`src/rtl/spi_target_pkg.sv`:
```
// Shared types for the SPI target front end.
package spi_target_pkg;

  typedef enum logic [1:0] {
    StIdle     = 2'd0,
    StActive   = 2'd1,
    StWaitIdle = 2'd2
  } spi_state_t;

  localparam int unsigned ByteW = 8;
  localparam int unsigned BitCntW = 3;

endpackage

```
`src/rtl/spi_target_pin_sync.sv`:
```
// Multi-stage synchroniser for one asynchronous pin, with registered-edge detection.
module spi_target_pin_sync #(
  parameter int unsigned SYNC_STAGES = 2,
  parameter logic        ResetVal    = 1'b0
) (
  input  logic clk,
  input  logic rst,
  input  logic din,
  output logic level,
  output logic rise,
  output logic fall
);

  logic [SYNC_STAGES-1:0] chain_q;
  logic                   dly_q;

  always_ff @(posedge clk or posedge rst) begin
    if (rst) begin
      chain_q <= {SYNC_STAGES{ResetVal}};
      dly_q   <= ResetVal;
    end else begin
      chain_q <= {chain_q[SYNC_STAGES-2:0], din};
      dly_q   <= chain_q[SYNC_STAGES-1];
    end
  end

  assign level = chain_q[SYNC_STAGES-1];
  assign rise  = level & ~dly_q;
  assign fall  = ~level & dly_q;

endmodule

```
`src/rtl/spi_target.sv`:
```
// Mode-0 SPI target: synchronises pins, deserialises MOSI bytes, serialises MISO bytes.
module spi_target
  import spi_target_pkg::*;
#(
  parameter int unsigned SYNC_STAGES = 2
) (
  input  logic             clk,
  input  logic             rst,
  input  logic             sclk,
  input  logic             cs_n,
  input  logic             mosi,
  output logic             miso,
  output logic             miso_oe,
  input  logic [ByteW-1:0] spi_tx_byte,
  output logic             spi_rx_valid,
  output logic [ByteW-1:0] spi_rx_byte,
  output logic             frame_active,
  output logic             frame_abort
);

  localparam int unsigned CntW = $clog2(SYNC_STAGES + 1);

  logic sclk_level_unused, sclk_rise, sclk_fall;
  logic cs_level, cs_rise, cs_fall;
  logic mosi_level, mosi_rise_unused, mosi_fall_unused;

  spi_target_pin_sync #(
    .SYNC_STAGES(SYNC_STAGES),
    .ResetVal   (1'b0)
  ) u_sclk_sync (
    .clk  (clk),
    .rst  (rst),
    .din  (sclk),
    .level(sclk_level_unused),
    .rise (sclk_rise),
    .fall (sclk_fall)
  );

  spi_target_pin_sync #(
    .SYNC_STAGES(SYNC_STAGES),
    .ResetVal   (1'b1)
  ) u_cs_sync (
    .clk  (clk),
    .rst  (rst),
    .din  (cs_n),
    .level(cs_level),
    .rise (cs_rise),
    .fall (cs_fall)
  );

  spi_target_pin_sync #(
    .SYNC_STAGES(SYNC_STAGES),
    .ResetVal   (1'b0)
  ) u_mosi_sync (
    .clk  (clk),
    .rst  (rst),
    .din  (mosi),
    .level(mosi_level),
    .rise (mosi_rise_unused),
    .fall (mosi_fall_unused)
  );

  spi_state_t         state_q;
  logic [BitCntW-1:0] bit_cnt_q;
  logic [ByteW-1:0]   tx_shift_q;
  logic [ByteW-1:0]   rx_shift_q;
  logic               byte_done_q;
  logic               armed_q;
  logic [CntW-1:0]    settle_q;

  // After reset the synchronisers hold idle levels; wait until they reflect the
  // real pins before trusting cs_n, so a frame already in progress is never joined.
  always_ff @(posedge clk or posedge rst) begin
    if (rst) begin
      state_q      <= StIdle;
      bit_cnt_q    <= '0;
      tx_shift_q   <= '0;
      rx_shift_q   <= '0;
      byte_done_q  <= 1'b0;
      armed_q      <= 1'b0;
      settle_q     <= '0;
      spi_rx_valid <= 1'b0;
      spi_rx_byte  <= '0;
      frame_active <= 1'b0;
      frame_abort  <= 1'b0;
    end else begin
      spi_rx_valid <= byte_done_q;
      byte_done_q  <= 1'b0;
      frame_abort  <= 1'b0;
      if (byte_done_q) begin
        spi_rx_byte <= rx_shift_q;
      end

      unique case (state_q)
        StIdle: begin
          if (!armed_q) begin
            if (settle_q == CntW'(SYNC_STAGES)) begin
              armed_q <= 1'b1;
              if (!cs_level) begin
                state_q <= StWaitIdle;
              end
            end else begin
              settle_q <= settle_q + 1'b1;
            end
          end else if (cs_fall) begin
            state_q      <= StActive;
            tx_shift_q   <= spi_tx_byte;
            bit_cnt_q    <= '0;
            frame_active <= 1'b1;
          end
        end

        StActive: begin
          // A cs_n edge takes priority over any sclk edge in the same cycle.
          if (cs_rise) begin
            state_q      <= StIdle;
            frame_active <= 1'b0;
            frame_abort  <= (bit_cnt_q != '0);
            bit_cnt_q    <= '0;
          end else if (sclk_rise) begin
            rx_shift_q  <= {rx_shift_q[ByteW-2:0], mosi_level};
            bit_cnt_q   <= bit_cnt_q + 1'b1;
            byte_done_q <= (bit_cnt_q == '1);
          end else if (sclk_fall) begin
            if (bit_cnt_q == '0) begin
              tx_shift_q <= spi_tx_byte;
            end else begin
              tx_shift_q <= {tx_shift_q[ByteW-2:0], 1'b0};
            end
          end
        end

        StWaitIdle: begin
          if (cs_level) begin
            state_q <= StIdle;
          end
        end

        default: state_q <= StIdle;
      endcase
    end
  end

  assign miso    = tx_shift_q[ByteW-1];
  assign miso_oe = frame_active;

endmodule

```
`config.mk`:
```
export PLATFORM = sky130hd
export DESIGN_NAME = spi_target
export DESIGN_NICKNAME = d
export VERILOG_FILES = /design/src/rtl/spi_target_pkg.sv /design/src/rtl/spi_target_pin_sync.sv /design/src/rtl/spi_target.sv
export SDC_FILE = /design/constraint.sdc
export NUM_CORES = 1
export LEC_CHECK = 0
export ABC_AREA = 1
export CORE_MARGIN = 10
export CORE_UTILIZATION = 57
export DETAILED_ROUTE_END_ITERATION = 8
export PLACE_DENSITY = 0.9
export SLEW_MARGIN = 30
export SYNTH_ARGS = -nofsm -noshare
export SYNTH_HDL_FRONTEND = slang
export SYNTH_SLANG_ARGS = --single-unit
```
`constraint.sdc`:
```
create_clock -name clk -period 4.23 [get_ports clk]
set_clock_uncertainty 0.05 [all_clocks]
set_input_delay 0.846 -clock clk [delete_from_list [all_inputs] [get_ports clk]]
set_output_delay 0.846 -clock clk [all_outputs]
set_load 0.05 [all_outputs]
```
# == After elaboration in Yosys (flattened, before gate mapping) ==
# Cells that the tools add are included.
# op_classes
n_reduce_logical,10
mux,30
n_eq_ne,15
bitwise,11
n_addsub,2
# op_table
cell,n
$mux 8,6
$pmux 8 s2,1
$mux 2,6
$mux 3,4
$ne 2x2->1 const B,6
$ne 3x3->1 const B,4
$mux 1,10
$reduce_and 4->1,2
$not 1->1,7
$pmux 2 s3,1
$pmux 3 s2,1
$reduce_and 3->1,2
$reduce_and 6->1,1
$reduce_and 5->1,1
$and 1x1->1,4
$eq 2x2->1 const B,2
$add 3x1->3 const B,1
$eq 3x3->1 const B,1
$logic_not 3->1,1
$reduce_bool 3->1,1
$add 2x1->2 const B,1
$eq 2x1->1 const B,1
$logic_not 2->1,1
$ne 2x1->1 const B,1
other kinds (2),2
# totals
regBits,44
in_bits,13
out_inout_bits,13

# == Logic depth before layout (Yosys ltp) ==
# depth
depth_word,6
ltp_mapped,9
ltp_nobuf,8

# == Cells and area by module ==
# A second synthesis with hierarchy kept.
# hier_totals
cells_unflattened,200
hier_area_um2,1875.5
# modules_own_cells
mod,cells_each,area_each_um2,seq_area_each_um2,n_inst
spi_target,176,1590.3,900.9,1
spi_target_pin_sync (u_mosi_sync ...),8,93.8,75.1,2
spi_target_pin_sync (u_cs_sync),8,97.6,78.8,1

# == Worst setup path after synthesis ==
# No wires, ideal clock.
# synth_path
kind,reg-to-output
startpoint,register frame_active
endpoint,output miso_oe
path_slack_ps,2430
path_stages_with_launch,2
t_required_ps,3334
path_buffers,1
arrival_ps,904
cell_sequence,dfrtp_1 > buf_4
# synth_rtl
item,line_no,rtl
start: declaration,spi_target.sv:17,"output logic frame_active,"
start signal: assignment,spi_target.sv:84,frame_active <= 1'b0;
start signal: assignment,spi_target.sv:109,frame_active <= 1'b1;
start signal: assignment,spi_target.sv:117,frame_active <= 1'b0;
end: declaration,spi_target.sv:13,"output logic miso_oe,"
# No word-level cell between the ends.

# == Worst setup path after layout ==
# layout_path
startpoint,register frame_active
endpoint,output miso_oe
# No word-level cell between the ends.

==> flow_metrics.tcl <==
set metrics [dict create \
    endpoint_kind "output port" \
    grt_util_all_layers_pct 11.1 \
    cts_hold_buf 0 \
    final-seq-area_um2 1100 \
    synth_nets 210 \
    firstDrtPassIters 4 \
    vias_per_cell 4.76 \
    clkTransAtPathRegs_ns 0.11 \
    antenna_cells 0 \
    final-hold-violation-count 0 \
    ys_ff_latch 44 \
    synth_area_um2 1880 \
    cts_sinks 44 \
    synth_area_leaders "dfrtp_1 (54%), nand2_1 (11%), inv_1 (4.8%), dfstp_2 (4.2%), nor2_1 (3.4%)" \
    slowest_delay_ns 0.82 \
    path_class "reg -> out" \
    die-area_um2 6010 \
    fmax_ghz 0.409 \
    tightest_slew_ns 0.730 \
    power.share.clock_pct 19.1 \
    cts_root_buf "clkbuf_4" \
    num_rows 20 \
    ant_nets 0 \
    grt_pass1_vias 1249 \
    slew_violations 0 \
    reg2reg_slack_ns 2.71 \
    clk_latency_ns 0.34 \
    finalCritPeriodShare_pct 57.8 \
    p_leak_uw 0.00113 \
    max_slew_margin_pct 51.3 \
    status "finished clean" \
    netSwitchingFraction_pct 31.9 \
    required_ns 3.33 \
    globalplace.congestion 0.811 \
    h-tree-depth 2 \
    avgSynthCellArea_um2 9.76 \
    vdd_drop_max_mv 0.292 \
    start_kind "flop" \
    io_buffers 25 \
    path_delay_family "buffers and inverters" \
    critical_path.max_fanout 3 \
    power_frac_seq_pct 57.2 \
    syn_to_final_growth_pct 16.5 \
    grt_max_degree 25 \
    ys_seq_area_share_pct 58.6 \
    syn-instance-count 193 \
    antenna_found_initial 0 \
    final_cell_count_no_fill 265 \
    maxCapViolations 0 \
    p_per_area_nw_per_um2 422 \
    initial_core_util_pct 60.7 \
    dp.cells 258 \
    switchingPower_uw 295 \
    cts-buffers-inserted 5 \
    drt_first_iter_violations 52 \
    cts_tree "built" \
    grt_overflow 0 \
    setup_violations 0 \
    yosysTopAreaCell "dfrtp_1" \
    io_pins 26 \
    worst_hold_path_type "reg -> reg" \
    tns_ns 0 \
    core-area_um2 3100 \
    synth_warnings 0 \
    path_cells "clkdlybuf4s50_1" \
    combPwrFrac_pct 23.7 \
    drc 0 \
    drive_gt1_share_pct 14.5 \
    dp.final_hpwl_um 2370 \
    wl_per_cell_um 11.6 \
    vias 1261 \
    multiInputGateArea_um2 637 \
    post_cts_buffers 0 \
    clk_path_buf_depth 2 \
    fin_ws_ns 1.78 \
    nFillCells 247 \
    ys_types 25 \
    die_h_um 77.5 \
    nNetsFinal 238 \
    crit_path_top_delay_cell "clkdlybuf4s50_1" \
    arrival_ns 1.55 \
    grt_pass1_wl_um 5490 \
    intPower_uw 631 \
    path_buf_inv 1 \
    period_minus_slack_ns 2.45 \
    cts_resized 0 \
    die_width_um 77.5 \
    pre_cts_ws_ns 2.00 \
    rsz0062_at_grt "no" \
    synth_top_area_share_pct 54.4 \
    totalWireLength_um 3080 \
]
==> synth_stat cells <==
cell type,instances
nand3_2,1
buf_4,1
o21ai_1,2
nand4_1,4
inv_1,24
nand2_1,53
nor2_2,1
nor2_4,2
a21oi_2,4
mux2_2,4
nand2_4,2
clkbuf_8,1
a21oi_1,4
nand3_1,6
ha_1,4
nor2_1,17
buf_2,1
buf_6,2
o21ai_0,7
dfrtp_1,41
dfstp_2,3
nand2_2,3
inv_2,1
xor2_1,1
o21ai_2,4
==> state kept, by name, summed over array words and instances (netlist names) <==
signal / cells
spi_rx_byte: 8
rx_shift_q: 8
frame_abort: 1
u_cs_sync.chain_q: 2
byte_done_q: 1
bit_cnt_q: 3
u_sclk_sync.dly_q: 1
frame_active: 1
u_cs_sync.dly_q: 1
spi_rx_valid: 1
armed_q: 1
state_q: 2
u_sclk_sync.chain_q: 2
u_mosi_sync.chain_q: 2
settle_q: 2
tx_shift_q: 8
==> kinds of logic (layout without fill, tap and decap cells) <==
| group | after synthesis | count (layout) | share of synthesized area [%] |
|---|---|---|---|
| AND/OR/NAND/NOR | 89 | 89 | 21.1 |
| multiplexers | 4 | 4 | 2.39 |
| adder cells (fa/ha/maj) | 4 | 4 | 2.66 |
| XOR/XNOR | 1 | 1 | 0.465 |
| flip-flops | 44 | 44 | 58.6 |
| AO/OA/AOI/OAI | 21 | 21 | 7.17 |
| buffers and inverters | 30 | 58 | 7.57 |
==> cells in the final DEF (no fill, tap or decap), drive strengths merged <==
cell           count
nand2             58
dfrtp             41
clkdlybuf4s50     25
inv               25
nor2              20
o21ai             13
a21oi              8
nand3              7
clkbuf             6
nand4              4
mux2               4
ha                 4
dfstp              3
xor2               1
clkinv             1
buf                1
==> worst paths after layout <==
kind / start / end / cells past startpoint
setup / recovery: frame_active / miso_oe / 1
hold / removal: u_sclk_sync.chain_q[0] / u_sclk_sync.chain_q[1] / 0
setup reg to reg: u_cs_sync.chain_q[1] / tx_shift_q[2] / 8
hold reg to reg: u_sclk_sync.chain_q[0] / u_sclk_sync.chain_q[1] / 0
max in group asynchronous: rst / u_cs_sync.chain_q[0] / 3
min in group asynchronous: rst / u_mosi_sync.chain_q[0] / 2
==> layer usage <==
layer  share of wire, %  GRT usage (%)
met1                 47           12.6
met2                 48           18.6
met3                3.5           2.65
met4                2.2           6.57
met5                  0              0
==> through the flow <==
| step | instance area (um^2) | hold WS (ns) | util, % | total power (uW) |
|---|---|---|---|---|
| after floorplan | 1880 | 0.281 | - | 701 |
| after global placement | 2150 | 0.282 | 69.2 | 747 |
| after detailed placement | 2150 | 0.286 | 69.2 | 759 |
| after CTS | 2190 | 0.310 | 70.7 | 933 |
| after global routing | 2190 | 0.315 | 70.7 | 989 |
| final | 2190 | 0.309 | 70.7 | 926 |
==> layout make-up <==
cell class	instances	share of cell area, %
well taps	44	2.51
clock inverters	1	0.228
multi-input cells	119	29.0
flip-flops and latches	44	50.3
repair buffers	26	11.7
inverters	25	4.28
clock buffers	6	1.88
==> power by group through the flow <==
stage                     clock (uW)  combinational, uW  sequential (uW)
final                            177                219              530
after global routing             201                248              539
after CTS                        181                223              529
after detailed placement           0                221              537
after global placement             0                214              534
after floorplan                    0                154              547
No activity file was read; power rests on OpenSTA's default activity.
